**config.mk**
```make
export PLATFORM = sky130hd
export DESIGN_NAME = sdf_pair_buffer
export DESIGN_NICKNAME = d
export VERILOG_FILES = /design/src/rtl/sdf_pair_buffer.sv
export SDC_FILE = /design/constraint.sdc
export NUM_CORES = 1
export LEC_CHECK = 0
export ABC_AREA = 1
export ABC_CLOCK_PERIOD_IN_PS = 3500
export CAP_MARGIN = 20
export CORE_ASPECT_RATIO = 1.5
export CORE_MARGIN = 3
export CORE_UTILIZATION = 52
export CTS_CLUSTER_SIZE = 16
export DETAILED_ROUTE_END_ITERATION = 10
export PLACE_DENSITY = 0.8
export SYNTH_ARGS = -nofsm -noshare
export SYNTH_HDL_FRONTEND = slang
export SYNTH_SLANG_ARGS = --single-unit
```
**constraint.sdc**
```tcl
create_clock -name clk -period 3.5 [get_ports clk]
set_input_delay 0.35 -clock clk [delete_from_list [all_inputs] [get_ports clk]]
set_output_delay 0.35 -clock clk [all_outputs]
set_load 0.005 [all_outputs]
```
**src/rtl/sdf_pair_buffer.sv**
```systemverilog
// Radix-2 SDF stage buffer: pairs x[n] with x[n+HALF_LEN] for an external
// butterfly adder, streams the sums straight out and parks the differences in
// the delay memory until the next frame's FILL inputs push them out.
module sdf_pair_buffer #(
  parameter int unsigned bit_width = 16,
  parameter int unsigned HALF_LEN  = 4,
  parameter int unsigned ADDR_W    = 2
) (
  input  logic                        clk,
  input  logic                        rst_n,
  input  logic                        in_valid,
  input  logic signed [bit_width-1:0] Re_in,
  input  logic signed [bit_width-1:0] Im_in,
  output logic                        bf_en,
  output logic signed [bit_width-1:0] Re_a,
  output logic signed [bit_width-1:0] Im_a,
  output logic signed [bit_width-1:0] Re_b,
  output logic signed [bit_width-1:0] Im_b,
  input  logic signed [bit_width-1:0] Re_sum,
  input  logic signed [bit_width-1:0] Im_sum,
  input  logic signed [bit_width-1:0] Re_diff,
  input  logic signed [bit_width-1:0] Im_diff,
  output logic                        out_valid,
  output logic signed [bit_width-1:0] Re_out,
  output logic signed [bit_width-1:0] Im_out
);

  // StFillDrain doubles as the sticky "pending" flag: once a PAIR phase has
  // finished, every later FILL phase has differences to drain.
  typedef enum logic [1:0] {StFillFirst, StFillDrain, StPair} state_e;

  state_e              state_q, state_d;
  logic [ADDR_W:0]     cnt_q;
  logic [ADDR_W-1:0]   idx;
  logic                phase;
  logic                is_pair;
  logic                is_drain;

  logic                s1_valid_q;
  logic                s1_pair_q;
  logic [ADDR_W-1:0]   s1_idx_q;

  logic signed [bit_width-1:0] mem_re [HALF_LEN];
  logic signed [bit_width-1:0] mem_im [HALF_LEN];

  assign idx   = cnt_q[ADDR_W-1:0];
  assign phase = cnt_q[ADDR_W];

  // Next-state: phase changes when the input counter wraps out of its last index.
  always_comb begin
    state_d  = state_q;
    is_pair  = 1'b0;
    is_drain = 1'b0;
    case (state_q)
      StPair:      is_pair  = 1'b1;
      StFillDrain: is_drain = 1'b1;
      default:     ;
    endcase
    if (in_valid && (idx == '1)) begin
      state_d = phase ? StFillDrain : StPair;
    end
  end

  // Control state and input sample counter.
  always_ff @(posedge clk) begin
    if (!rst_n) begin
      state_q <= StFillFirst;
      cnt_q   <= '0;
    end else begin
      state_q <= state_d;
      if (in_valid) begin
        cnt_q <= cnt_q + 1'b1;
      end
    end
  end

  // Stage 1: read the delay line (before this edge's write) and present operands.
  always_ff @(posedge clk) begin
    if (!rst_n) begin
      s1_valid_q <= 1'b0;
      s1_pair_q  <= 1'b0;
      s1_idx_q   <= '0;
      bf_en      <= 1'b0;
      Re_a       <= '0;
      Im_a       <= '0;
      Re_b       <= '0;
      Im_b       <= '0;
    end else if (in_valid) begin
      Re_a     <= mem_re[idx];
      Im_a     <= mem_im[idx];
      s1_idx_q <= idx;
      if (is_pair) begin
        Re_b       <= Re_in;
        Im_b       <= Im_in;
        s1_valid_q <= 1'b1;
        s1_pair_q  <= 1'b1;
        bf_en      <= 1'b1;
      end else begin
        s1_valid_q <= is_drain;
        s1_pair_q  <= 1'b0;
        bf_en      <= 1'b0;
      end
    end else begin
      s1_valid_q <= 1'b0;
      bf_en      <= 1'b0;
    end
  end

  // Stage 2: emit the adder sum for pairs, or the drained difference held in Re_a/Im_a.
  always_ff @(posedge clk) begin
    if (!rst_n) begin
      out_valid <= 1'b0;
      Re_out    <= '0;
      Im_out    <= '0;
    end else begin
      out_valid <= s1_valid_q;
      if (s1_valid_q) begin
        if (s1_pair_q) begin
          Re_out <= Re_sum;
          Im_out <= Im_sum;
        end else begin
          Re_out <= Re_a;
          Im_out <= Im_a;
        end
      end
    end
  end

  // Delay memory: FILL write (stage 1) and difference write-back (stage 2) never
  // share an address on the same edge, so both ports land together.
  always_ff @(posedge clk) begin
    if (rst_n) begin
      if (in_valid && !is_pair) begin
        mem_re[idx] <= Re_in;
        mem_im[idx] <= Im_in;
      end
      if (s1_valid_q && s1_pair_q) begin
        mem_re[s1_idx_q] <= Re_diff;
        mem_im[s1_idx_q] <= Im_diff;
      end
    end
  end

endmodule

```
After elaboration in Yosys (flattened, before gate mapping)
Memory sizes are Yosys's and may differ from the RTL's. A register that Yosys moved wholly into a read port is not among the register bits.
Index checks and enable logic that the tools add are counted.
W data, S select, Z words.
Cells by class
  add/sub/neg operators: 1
  eq/ne operators: 3
  mux-type cells: 13
  reductions and logical operators: 8
Operators with widths (number)
  $mux W16: 2
  $mux W1: 10
  $eq A2 B2 Y1 const B: 2
  $reduce_and A2 Y1: 2
  $add A3 B1 Y3 const B: 1
  $logic_and A1 B1 Y1: 3
  $logic_not A1 Y1: 3
  $eq A2 B1 Y1 const B: 1
  $mux W2: 1
Word-level totals
  flip-flop bits (word level): 75
  bits in writable memories: 128
  input bits: 99
  output and inout port bits: 98
  word-level logic and storage cells: 38
  memories kept: 2
Memory list
  mem_im: words 4, width 16, read ports 1, clocked after memory_dff 1, write ports 2, line 44  | logic signed [bit_width-1:0] mem_im [HALF_LEN];
  mem_re: words 4, width 16, read ports 1, clocked after memory_dff 1, write ports 2, line 43  | logic signed [bit_width-1:0] mem_re [HALF_LEN];

Depth between registers and ports, before layout
  word-level depth: 7
  gate-level depth with buffers: 7
  gate-level depth less buffers: 6

Least setup slack after synthesis
No wires, ideal clock.
  path type: register to register
  start: register cnt_q[0]
  end: memory mem_im[2][0] (enable)
  library setup time: 433 ps
  arrival: 2704 ps
  data required time: 3067 ps
  slack: 363 ps
  stages on the path, launching flop included: 7
  buffers on the path: 2
  cell sequence: dfxtp_1 inv_1 buf_2 buf_1 ha_1 inv_1 o22ai_1
RTL lines
  from (decl): line 33  | logic [ADDR_W:0] cnt_q;
  from (signal assigned): line 72  | cnt_q <= cnt_q + 1'b1;
  to (decl): line 44

==> results.md <==
* VDD IR max at 346 uV
* Final hold violation count at 0
* Congestion Overflow GR at 0
* WS Path Type: reg2reg
* Post-synthesis xor/xnor area fraction at 0%
* HP Class: in2reg
* Synth Area in Adders at 0.615%
* Post-Place Worst Slack at 880 ps
* Post-cts resize count at 0
* Nets at 1438
* Final GP Congestion at 0.781
* Max-slew headroom at 29.5%
* Pwr per Cell Area at 454 nW/um^2
* Finished Core Util at 67.8%
* Warnings, synthesis at 0
* Commonest non-fill, non-tap cell in the layout: nand2_1
* Antenna Cells at 0
* Met2 routed WL at 13.3 mm
* Non-filler instance count after layout at 1606
* DRC at 0
* Clock buffer depth at 3
* Combinational share of power at 9.3%
* Avg WL per Cell at 16.8 um
* Tcrit/Tclk final at 62.4%
* Setup TNS at 0 ps
* Post-layout min period at 2180 ps
* Synth cell types at 25
* CP Capture Type: flop
* P_sw at 1.32 mW
* Maximum clock frequency at 0.458 GHz
* Routed vias/inst at 5.40
* Post-Route M1 WL at 10.7 mm
* Net Sw Frac at 22.4%
* Status: complete, no violations
* FF-to-FF End: mem_im[1][1]$_DFFE_PP_
* Skew final at 10.7 ps
* CP required at 3630 ps
* Final wirelength at 26.9 mm
* Most frequent cells in the layout: nand2_1 (429), clkdlybuf4s50_1 (195), o21ai_0 (158)
* Max_cap viols at 0
* Slowest stage cell, crit path: buf_4
* Critical path, cell by cell: buf_4, ha_1, inv_1, o22ai_4, buf_4
* First-pass GRT wire length at 43.1 mm
* Critical R2R Launch: cnt_q[0]$_SDFFE_PN0P_
* Largest net degree at the start of global routing at 68
* Synthesized Nets at 1279
* Fraction of synthesized area in multiplexers at 0%
* Post-route worst setup slack at 1320 ps
* Core Footprint at 19200 sq um
* Avg Cell Area, Syn at 8.66 sq um
* Worst setup SP type: flop
* Hold endpoint: s1_valid_q$_SDFF_PN0_
* Slew of the pin with the lowest slew margin at 1060 ps
* CTS Buf Count at 22
* Routed via count at 8672
* Hold Path Depth at 3
* Die area at 21300 sq um
* Placed insts at 1566
* Internal at 4.58 mW
* Global-route usage over all layers at 25.0%
* Final setup fails at 0
* R2R Setup Slk at 1320 ps
* Synthesis-to-finish area growth at 27.6%
* Number of I/O pins at 197
* Pleak at 4.86 nW
* Cell mode on critical path: buf_4
* Unrepaired setup endpoints after global routing: false
* Post-CTS setup buffer count at 0
* Port bufs at 196
* Yosys reg bits at 235
* Highest metal layer with signal wires: met4
* Hpwl dp at 17.6 mm
* Die X at 120 um
* Seq/Total Area, Yosys at 58.8%
* Rows at 62
* # hold bufs at CTS at 0
* # clock sinks at 235
* CTS tree: yes
* Max-slew violations at 0
* Synthesized area at 10200 sq um
* Number of H-tree levels at 1
* Number of routed nets with antenna violations at 0
* Clock-pin slew on the worst setup and hold paths at 60 ps
* Crit path max fanout at 67
* Worst hold slack at 216 ps
* Worst-Skew Late Latency at 500 ps
* Initial Util at 53.1%
* Wire length on met3 at 1.94 mm
* Largest family of logic cells by synthesized area: simple AND/OR/NAND/NOR gates
* Worst stage delay on the critical path at 570 ps
* Sequential power share at 51.3%
* Initial antenna violation count at 0
* Die boundary height at 177 um
* Root Driver: clkbuf_16
* Clk pwr share at 39.4%
* Worst endpoint data arrival time at 2320 ps
* Hold Crit Start: rst_n
* Layout cells sized above 1 at 4.89%
* Starting DRT DRC Count at 625
* Reg2Reg Depth at 5
* Vias in the first global route at 8621
* Post-Synth Simple-Gate Area at 23.0%
* Post-Syn Instances at 1175
* Router iterations before antenna repair at 5
* Synth Area in Compound Gates at 12.1%
[routing by layer]
| layer | GRT usage, % | up-vias |
|---|---|---|
| met5 | 0 | - |
| met4 | 10.6 | 0 |
| met3 | 2.97 | 82 |
| met2 | 42.7 | 376 |
| met1 | 32.2 | 3930 |
| li1 | - | 4284 |
[power groups by stage]
stage	clock network (mW)	logic, mW	registers [mW]
floorplan	0	0.240	3.08
global placement	0	0.530	3.09
detailed placement	0	0.543	3.09
CTS	2.35	0.547	3.03
global route	2.47	0.599	3.03
finish	2.32	0.548	3.03
[through the flow]
stage	area, sq um	power [mW]
2_1_floorplan	10200	3.32
3_3_place_gp	12300	3.62
3_5_place_dp	12300	3.63
4_1_cts	13000	5.93
5_1_grt	13000	6.11
6_report	13000	5.90
[flip-flops by register name, indices dropped and copies added (netlist names), 3 cells and up]
name	count
Re_a	16
Im_b	16
mem_re	64
cnt_q	3
Re_b	16
Re_out	16
mem_im	64
Im_a	16
Im_out	16
[cells by family after synthesis]
kind of cell | after synthesis
buffers and inverters | 131
AO/OA/AOI/OAI | 236
flip-flops | 235
adder cells (fa/ha/maj) | 5
AND/OR/NAND/NOR | 568
[worst max-delay path: cells and delay by family (launching register included)]
kind	cells	cell delay [ps]
buf+inv	3	1100
fa+ha+maj	1	260
compound gates	1	110
flops	1	330
[how the worst max path moves through the flow]
stage                                startpoint  cells after the start                 endpoint
final                     cnt_q[0]$_SDFFE_PN0P_                      5   mem_im[1][1]$_DFFE_PP_
after global routing      cnt_q[0]$_SDFFE_PN0P_                      5  mem_im[3][13]$_DFFE_PP_
after CTS                 cnt_q[0]$_SDFFE_PN0P_                      5   mem_im[3][3]$_DFFE_PP_
after detailed placement               in_valid                      5  mem_re[0][14]$_DFFE_PP_
after global placement                 in_valid                      5  mem_re[0][13]$_DFFE_PP_
after floorplan           cnt_q[0]$_SDFFE_PN0P_                      6   mem_im[2][0]$_DFFE_PP_
[synth_stat cells]
library cell	count	area (sq um)
nand3_1	128	641
nand2_1	429	1610
o22ai_1	5	31.3
o21ai_1	4	20.0
nor2_2	1	6.26
dfxtp_1	107	2140
nand3_4	1	17.5
ha_1	5	62.6
clkbuf_1	32	120
inv_2	2	7.51
a21oi_1	36	180
clkbuf_2	9	45.0
a31oi_1	32	200
nor2_4	3	33.8
or2_2	1	6.26
nor2_1	4	15.0
buf_4	9	67.6
o21ai_0	158	791
inv_1	47	176
clkinv_1	1	3.75
buf_1	13	48.8
nand2_2	1	6.26
edfxtp_1	128	3840
a211oi_1	1	7.51
buf_2	18	90.1
[layout make-up]
class                           instances  area [sq um]
Multi-Input combinational cell        809          3680
Clock buffer                           34           648
Inverter                               50           188
Clock inverter                          6          51.3
Sequential cell                       235          5990
Tap cell                              256           320
Timing Repair Buffer                  216          2110
Fill cell                            1559          6170
No activity file was read; power rests on OpenSTA's default activity.
